===== src/rtl/uart_pkg.sv =====
// Shared UART definitions: receiver state encoding and default frame geometry.
// Used by the receiver and the transmitter.
package uart_pkg;

    localparam int unsigned DefOversample = 16;
    localparam int unsigned DefDataBits   = 8;

    typedef enum logic [2:0] {
        RxIdle,
        RxStart,
        RxData,
        RxParity,
        RxStop,
        RxWaitIdle
    } rx_state_e;

endpackage


===== src/rtl/uart_rx_if.sv =====
// Line-side and result signals of the UART receiver.
// slave = receiver, master = whoever drives the line and consumes results.
interface uart_rx_if
    import uart_pkg::*;
#(
    parameter int unsigned DATA_BITS = DefDataBits
);

    logic                 os_tick;
    logic                 rx;
    logic [DATA_BITS-1:0] data_out;
    logic                 valid;
    logic                 frame_err;
    logic                 parity_err;
    logic                 busy;

    modport slave (
        input  os_tick,
        input  rx,
        output data_out,
        output valid,
        output frame_err,
        output parity_err,
        output busy
    );

    modport master (
        output os_tick,
        output rx,
        input  data_out,
        input  valid,
        input  frame_err,
        input  parity_err,
        input  busy
    );

endinterface


===== src/rtl/uart_sync.sv =====
// Two-flop synchronizer for an asynchronous single-bit input.
// Both flops reset to ResetVal so reset release looks like a steady line.
module uart_sync #(
    parameter logic ResetVal = 1'b1
) (
    input  logic clk,
    input  logic rst,
    input  logic d_i,
    output logic q_o
);

    logic [1:0] sync_q;

    always_ff @(posedge clk or posedge rst) begin
        if (rst) begin
            sync_q <= {2{ResetVal}};
        end else begin
            sync_q <= {sync_q[0], d_i};
        end
    end

    assign q_o = sync_q[1];

endmodule


===== src/rtl/uart_rx.sv =====
// Oversampling UART receiver with mid-bit sampling, glitch rejection and break handling.
// Optional even parity via `define UART_RX_PARITY_EN; default build is start + data + stop.
module uart_rx
    import uart_pkg::*;
#(
    parameter int unsigned OVERSAMPLE = DefOversample,
    parameter int unsigned DATA_BITS  = DefDataBits
) (
    input logic      clk,
    input logic      rst,
    uart_rx_if.slave bus
);

    localparam int unsigned TickW = $clog2(OVERSAMPLE);
    localparam int unsigned BitW  = $clog2(DATA_BITS);

    localparam logic [TickW-1:0] TickHalf = TickW'(OVERSAMPLE / 2 - 1);
    localparam logic [TickW-1:0] TickFull = TickW'(OVERSAMPLE - 1);
    localparam logic [BitW-1:0]  BitLast  = BitW'(DATA_BITS - 1);

    logic rx_s;

    uart_sync #(
        .ResetVal (1'b1)
    ) u_sync (
        .clk (clk),
        .rst (rst),
        .d_i (bus.rx),
        .q_o (rx_s)
    );

    rx_state_e            state_q, state_d;
    logic [TickW-1:0]     tick_q, tick_d;
    logic [BitW-1:0]      bit_q, bit_d;
    logic [DATA_BITS-1:0] shift_q, shift_d;
    logic [DATA_BITS-1:0] dout_q, dout_d;
    logic                 valid_q, valid_d;
    logic                 ferr_q, ferr_d;
    logic                 bit_end;

`ifdef UART_RX_PARITY_EN
    logic perr_q, perr_d;
    logic par_bad_q, par_bad_d;
`endif

    assign bit_end = (tick_q == TickFull);

    always_comb begin
        state_d = state_q;
        tick_d  = tick_q;
        bit_d   = bit_q;
        shift_d = shift_q;
        dout_d  = dout_q;
        valid_d = 1'b0;
        ferr_d  = 1'b0;
`ifdef UART_RX_PARITY_EN
        perr_d    = 1'b0;
        par_bad_d = par_bad_q;
`endif
        if (bus.os_tick) begin
            unique case (state_q)
                RxIdle: begin
                    if (!rx_s) begin
                        state_d = RxStart;
                        tick_d  = '0;
                    end
                end
                RxStart: begin
                    // Half a bit in: a line back high means the edge was a glitch.
                    if (tick_q == TickHalf) begin
                        tick_d  = '0;
                        bit_d   = '0;
                        state_d = rx_s ? RxIdle : RxData;
                    end else begin
                        tick_d = tick_q + 1'b1;
                    end
                end
                RxData: begin
                    if (bit_end) begin
                        tick_d  = '0;
                        bit_d   = bit_q + 1'b1;
                        shift_d = {rx_s, shift_q[DATA_BITS-1:1]};
                        if (bit_q == BitLast) begin
`ifdef UART_RX_PARITY_EN
                            state_d = RxParity;
`else
                            state_d = RxStop;
`endif
                        end
                    end else begin
                        tick_d = tick_q + 1'b1;
                    end
                end
`ifdef UART_RX_PARITY_EN
                RxParity: begin
                    if (bit_end) begin
                        tick_d    = '0;
                        par_bad_d = rx_s ^ (^shift_q);
                        state_d   = RxStop;
                    end else begin
                        tick_d = tick_q + 1'b1;
                    end
                end
`endif
                RxStop: begin
                    if (bit_end) begin
                        tick_d = '0;
                        dout_d = shift_q;
                        if (rx_s) begin
`ifdef UART_RX_PARITY_EN
                            perr_d  = par_bad_q;
                            valid_d = !par_bad_q;
`else
                            valid_d = 1'b1;
`endif
                            state_d = RxIdle;
                        end else begin
                            ferr_d  = 1'b1;
                            state_d = RxWaitIdle;
                        end
                    end else begin
                        tick_d = tick_q + 1'b1;
                    end
                end
                RxWaitIdle: begin
                    if (rx_s) begin
                        state_d = RxIdle;
                    end
                end
                default: state_d = RxIdle;
            endcase
        end
    end

    always_ff @(posedge clk or posedge rst) begin
        if (rst) begin
            state_q <= RxIdle;
            tick_q  <= '0;
            bit_q   <= '0;
            shift_q <= '0;
            dout_q  <= '0;
            valid_q <= 1'b0;
            ferr_q  <= 1'b0;
        end else begin
            state_q <= state_d;
            tick_q  <= tick_d;
            bit_q   <= bit_d;
            shift_q <= shift_d;
            dout_q  <= dout_d;
            valid_q <= valid_d;
            ferr_q  <= ferr_d;
        end
    end

`ifdef UART_RX_PARITY_EN
    always_ff @(posedge clk or posedge rst) begin
        if (rst) begin
            perr_q    <= 1'b0;
            par_bad_q <= 1'b0;
        end else begin
            perr_q    <= perr_d;
            par_bad_q <= par_bad_d;
        end
    end

    assign bus.parity_err = perr_q;
`else
    assign bus.parity_err = 1'b0;
`endif

    assign bus.data_out  = dout_q;
    assign bus.valid     = valid_q;
    assign bus.frame_err = ferr_q;
    assign bus.busy      = (state_q != RxIdle);

endmodule


===== src/flat_wrapper.sv =====
// flat-port wrapper written by rule: the top's interface ports become plain ports
module uart_rx_flat import uart_pkg::*;
#(
    parameter int unsigned OVERSAMPLE = DefOversample,
    parameter int unsigned DATA_BITS  = DefDataBits
)
  (clk, rst, bus_os_tick, bus_rx, bus_data_out, bus_valid, bus_frame_err, bus_parity_err, bus_busy);
  uart_rx_if #(.DATA_BITS(DATA_BITS)) bus_i ();
  input logic clk;
  input logic rst;
  input wire logic [$bits(bus_i.os_tick)-1:0] bus_os_tick;
  input wire logic [$bits(bus_i.rx)-1:0] bus_rx;
  output wire logic [$bits(bus_i.data_out)-1:0] bus_data_out;
  output wire logic [$bits(bus_i.valid)-1:0] bus_valid;
  output wire logic [$bits(bus_i.frame_err)-1:0] bus_frame_err;
  output wire logic [$bits(bus_i.parity_err)-1:0] bus_parity_err;
  output wire logic [$bits(bus_i.busy)-1:0] bus_busy;
  assign bus_i.os_tick = bus_os_tick;
  assign bus_i.rx = bus_rx;
  assign bus_data_out = bus_i.data_out;
  assign bus_valid = bus_i.valid;
  assign bus_frame_err = bus_i.frame_err;
  assign bus_parity_err = bus_i.parity_err;
  assign bus_busy = bus_i.busy;
  uart_rx #(.OVERSAMPLE(OVERSAMPLE), .DATA_BITS(DATA_BITS)) u_core (.clk(clk), .rst(rst), .bus(bus_i));
endmodule

===== config.mk =====
export PLATFORM = sky130hd
export DESIGN_NAME = uart_rx_flat
export DESIGN_NICKNAME = d
export VERILOG_FILES = /design/src/rtl/uart_pkg.sv /design/src/rtl/uart_rx_if.sv /design/src/rtl/uart_sync.sv /design/src/rtl/uart_rx.sv /design/src/flat_wrapper.sv
export SDC_FILE = /design/constraint.sdc
export NUM_CORES = 1
export LEC_CHECK = 0
export CORE_AREA = 3 3 74 76
export DETAILED_ROUTE_END_ITERATION = 8
export DIE_AREA = 0 0 77 79
export DONT_BUFFER_PORTS = 1
export PLACE_DENSITY_LB_ADDON = 0.2
export SKIP_LAST_GASP = 1
export SYNTH_ARGS = -nofsm -noshare
export SYNTH_HDL_FRONTEND = slang
export SYNTH_SLANG_ARGS = --single-unit

===== constraint.sdc =====
create_clock -name clk -period 1.8 [get_ports clk]
set_input_delay 0.36 -clock clk [delete_from_list [all_inputs] [get_ports clk]]
set_output_delay 0.36 -clock clk [all_outputs]
set_load 0.005 [all_outputs]

Word level (Yosys, flattened, before mapping)
Cells that the tools add are included.

operators by class
  reduce and logical (&&, ||, !) cells = 10
  $add $sub $neg = 2
  equality and inequality tests = 13
  muxes and demuxes = 24

operators by type and width
  kind                                                              count
  3-bit two-way mux                                                 9
  3-bit one-hot mux with 5 select lines                             1
  4-bit two-way mux                                                 3
  4-bit one-hot mux with 3 select lines                             1
  3-bit == test (second input constant)                             3
  3-bit AND reduction                                               3
  1-bit two-way mux                                                 8
  2-bit by 1-bit != test with 1-bit output (second input constant)  4
  7-bit AND reduction                                               1
  3-bit one-hot mux with 2 select lines                             1
  3-bit nonzero test                                                2
  4-bit by 1-bit adder with 4-bit output (second input constant)    1
  4-bit by 3-bit == test with 1-bit output (second input constant)  1
  4-bit == test (second input constant)                             1
  2-bit != test (second input constant)                             2
  4-bit AND reduction                                               1
  3-bit by 1-bit adder with 3-bit output (second input constant)    1
  3-bit by 1-bit == test with 1-bit output (second input constant)  1
  3-bit by 2-bit == test with 1-bit output (second input constant)  1
  3-bit logical NOT                                                 1
  2-bit two-way mux                                                 1
  2-bit nonzero test                                                1
  2-bit OR reduction                                                1

storage, ports and cells
  input port bits = 4
  register bits = 30
  output and inout bits = 12

Depth between registers and ports, before layout
  depth in word-level cells = 4
  gate-level depth with buffers = 6
  depth with buffers taken out = 5

Modules after synthesis
A second synthesis with hierarchy kept.

second synthesis, totals
  cells, all modules = 121
  area total of the unflattened synthesis = 1441.4 sq um

modules (own cells, without submodules)
  module     area an instance (sq um)  instances  cells each
  uart_rx    1385.1                    1          118
  uart_sync  56.3                      1          3

Worst setup path after synthesis
OpenSTA, ideal clock, no wires.

  kind = register to register
  start = reg u_core.tick_q[0]
  end = reg u_core.shift_q[0]
  cell stages (with the launch flop) = 7
  setup time = 0.125 ns
  required time = 1.675 ns
  setup slack = -0.136 ns
  clock period less this slack = 1.936 ns
  arrival = 1.811 ns
  path buffers = 1
  cells stage by stage = dfrtp_1 -> ha_1 -> nand2_1 -> or4_4 -> nor3b_4 -> buf_6 -> mux2_4

between the ends
  longest elaborated chain between the ends = 2

RTL lines
  what                           line            text
  start: declaration             uart_rx.sv:33   logic [TickW-1:0] tick_q, tick_d;
  start signal: assignment       uart_rx.sv:146  tick_q <= tick_d;
  4-bit == test                  uart_rx.sv:46   assign bit_end = (tick_q == TickFull);
  3-bit AND reduction (no line)  --
  end signal: assignment         uart_rx.sv:148  shift_q <= shift_d;
  end: declaration               uart_rx.sv:35   logic [DATA_BITS-1:0] shift_q, shift_d;

No other way between the ends.
A chain may end at the register's enable or synchronous reset.

Worst setup path after layout
  start = reg u_core.tick_q[1]
  end = reg u_core.dout_q[5] (netlist: u_core.bus.data_out[5])

between the ends
  longest elaborated chain between the ends = 2

RTL lines
  what                           line            text
  4-bit == test                  uart_rx.sv:46
  3-bit AND reduction (no line)  --
  end signal: assignment         uart_rx.sv:149  dout_q <= dout_d;
  end: declaration               uart_rx.sv:36   logic [DATA_BITS-1:0] dout_q, dout_d;

No other way between the ends.

==> flow_summary.ini <==
[status]
outcome = finished with violations
violations_in_the_final_reports = setup timing

[timing]
finalCritPeriodShare_pct = 103.9
layout_setup_ws_ns = -0.07084
grt_setup_unrepaired = true
min_period_ns = 1.871
clock-skew-final_ns = 0.004605
timing_max_transition_violations_final = 0
fmax_mhz = 534.5
worst_slew_margin_rel_pct = 60.58
worst_pin_slew_ns = 0.5906
finalHoldViolCount = 0
setup_viol = 16

[final_layout]
antenna_cells_inserted = 0
layout_common_cells = sky130_fd_sc_hd__dfrtp_1 (28), sky130_fd_sc_hd__buf_4 (15), sky130_fd_sc_hd__mux2_4 (11)
syn_to_final_growth_pct = 21.40
finish.net_count = 141
most_common_library_cell_in_the_layout_ignoring_fill_and_taps = sky130_fd_sc_hd__dfrtp_1
final_cell_area_sq_um = 1760
drive_above_1_share_pct = 43.70

[cts]
cts_buffer_depth = 2
tritoncts.num_buffers = 5
clk-insertion-delay-late_ns = 0.27
cts_tree = built
ctsHtreeMaxLevel = 2
clock_sink_count = 30
clkSlewWorstSetupHoldPaths_ns = 0.06
ctsRootBufferMaster = sky130_fd_sc_hd__clkbuf_8
post_cts_hold_buffer_count = 0

[logic_synthesis]
syn-instance-count = 117
synth-seq-area-share_pct = 51.94
synth_edf_count = 0
synthesis.area_sq_um = 1450
ys_ff_latch = 30
yosysUniqueCellTypes = 44
yosys_warnings = 0
synthArstFlopShare_pct = 100.0
synth_fp_nets = 124
synth_ff_type = sky130_fd_sc_hd__dfrtp_1
postSynthAreaPerCell_sq_um = 12.39

[global_routing]
pin_count_of_the_biggest_net_entering_global_routing = 17
grt_util_all_layers_pct = 10.37
wire_length_of_the_first_global_routing_pass_um = 5016
first_global_vias = 1038
globalRoute.totalOverflow = 0
antenna_found_initial = 0

[setup_path]
crit_arrival_ns = 2.03
worstPathMaxFanout = 10
crit_path_end_kind = flop
setup_crit_path_kind = flop to flop
crit_family = simple AND/OR/NAND/NOR gates
cp_cell_sequence = ha_4 -> nand2_2 -> or4_4 -> nor3b_2 -> buf_6 -> mux2_2
cp.buffers_inverters = 1
worst-endpoint-required_ns = 1.96
critical-path-max-stage-delay_ns = 0.44
critPathSlowestCell = sky130_fd_sc_hd__or4_4
crit_path_start_kind = flop

[placement]
io_buffer_count = 0
place_hpwl_um = 2035
detailed_place.area_sq_um = 1645
finalWeightedCongestion = 0.8280

[job]
max-cap-violations = 0

[floorplanning]
floorplan.die.width_um = 77
chipHeight_um = 79
initial_utilization_pct = 30.30
placeableCoreArea_sq_um = 4786
placementRows = 25
die_area_sq_um = 6083
ioPinCount = 16

[power]
power.static_leakage_nw = 0.8215
fin_total_pwr_mw = 1.645
ir_drop_uv = 438.0
power_per_cell_area_nw_per_um2 = 934.3

[detailed_routing]
vias_per_cell = 4.673
finalWirelength_um = 2741
ant_nets = 0
drc_errors = 0
detail_route.first_pass.iterations = 4
routed-via-count = 944
drtIter0Drc = 44
drt-wirelength-per-cell_um = 13.57

[hold_path]
min-delay-path-class = input port to async pin
final timing paths:
path / startpoint / endpoint / slack, ns / depth (start not counted)
min: rst / u_core.shift_q[4] / 0.04 / 1
max reg2reg: u_core.tick_q[1] / u_core.bus.data_out[5] / -0.07 / 6
max in group asynchronous: rst / u_core.shift_q[2] / 1.22 / 2
max: u_core.tick_q[1] / u_core.bus.data_out[5] / -0.07 / 6
min reg2reg: u_core.u_sync.sync_q[0] / u_core.u_sync.sync_q[1] / 0.36 / 0
min in group clk: bus_rx / u_core.u_sync.sync_q[0] / 0.08 / 0
routing by layer:
layer / global-route usage (%) / vias up / share of wire (%)
met5: 0 / - / 0
met3: 3.401 / 2 / 4.2
met1: 12.59 / 470 / 49
met2: 17.42 / 17 / 46
li1: - / 455 / -
met4: 3.381 / 0 / 0.51
cells by family (layout without fill, tap and decap cells):
| group | Yosys count | count (layout) | synth area share (%) |
|---|---|---|---|
| muxes | 18 | 18 | 15.70 |
| and+or+nand+nor | 29 | 29 | 13.12 |
| adders and majority gates | 3 | 3 | 2.589 |
| xor gates and xnor gates | 2 | 2 | 1.208 |
| buffers and inverters | 12 | 30 | 5.091 |
| other | 1 | 1 | 0.2586 |
| DFF | 30 | 30 | 51.94 |
| AOI/OAI and AO/OA | 22 | 22 | 10.09 |
flip-flops by register name, summed over array words and instances (netlist names):
name / cells
u_core.tick_q: 4
u_core.bus.data_out: 8
u_core.state_q: 3
u_core.bus.frame_err: 1
u_core.bit_q: 3
u_core.u_sync.sync_q: 2
u_core.shift_q: 8
u_core.bus.valid: 1
synthesized netlist by cell type, types with 2 or more instances:
cell type / n / area (sq um)
sky130_fd_sc_hd__inv_1: 2 / 7.510
sky130_fd_sc_hd__dfrtp_1: 28 / 700.7
sky130_fd_sc_hd__o21ai_0: 5 / 25.02
sky130_fd_sc_hd__a21oi_1: 5 / 25.02
sky130_fd_sc_hd__nand2_1: 6 / 22.52
sky130_fd_sc_hd__buf_4: 3 / 22.52
sky130_fd_sc_hd__ha_1: 3 / 37.54
sky130_fd_sc_hd__buf_6: 2 / 22.52
sky130_fd_sc_hd__o22ai_1: 2 / 12.51
sky130_fd_sc_hd__a22o_2: 2 / 20.02
sky130_fd_sc_hd__nand3_1: 3 / 15.01
sky130_fd_sc_hd__nor2b_1: 2 / 12.51
sky130_fd_sc_hd__inv_2: 2 / 7.510
sky130_fd_sc_hd__nor2_1: 4 / 15.01
sky130_fd_sc_hd__buf_2: 2 / 10.01
sky130_fd_sc_hd__a31oi_1: 2 / 12.51
sky130_fd_sc_hd__mux2_2: 10 / 112.6
sky130_fd_sc_hd__dfstp_2: 2 / 52.55
sky130_fd_sc_hd__mux2_4: 7 / 105.1
stage by stage:
stage	setup slack (ns)	instances	util [%]	hold slack [ns]	setup TNS (ns)
2_1_floorplan	-0.05734	117	-	0.3452	-0.7110
3_3_place_gp	-0.05334	193	34.38	0.3417	-0.3747
3_5_place_dp	-0.08749	193	34.38	0.3491	-0.7932
4_1_cts	-0.07962	201	36.37	0.06257	-0.8666
5_1_grt	-0.1462	202	36.78	0.06326	-1.646
6_report	-0.07084	202	36.78	0.03653	-0.7276
report_power, final:
part           internal (mW)  switching [mW]
clock network          0.308           0.240
logic                  0.170           0.175
registers              0.715          0.0367
total                   1.19           0.451
cell type report:
cell class | instances | area (sq um)
Clock inverter | 1 | 5.005
Timing Repair Buffer | 18 | 155.1
Clock buffer | 7 | 86.33
Inverter | 4 | 15.01
Tap cell | 67 | 83.83
Sequential cell | 30 | 753.2
Fill cell | 487 | 3025
Multi-Input combinational cell | 75 | 661.9
repair_timing:
item | CTS | global route
setup endpoints to repair | 16 | 20
gates resized for setup | 1 | 4
setup buffers | 0 | 1
(Power assumes the default switching activity.)
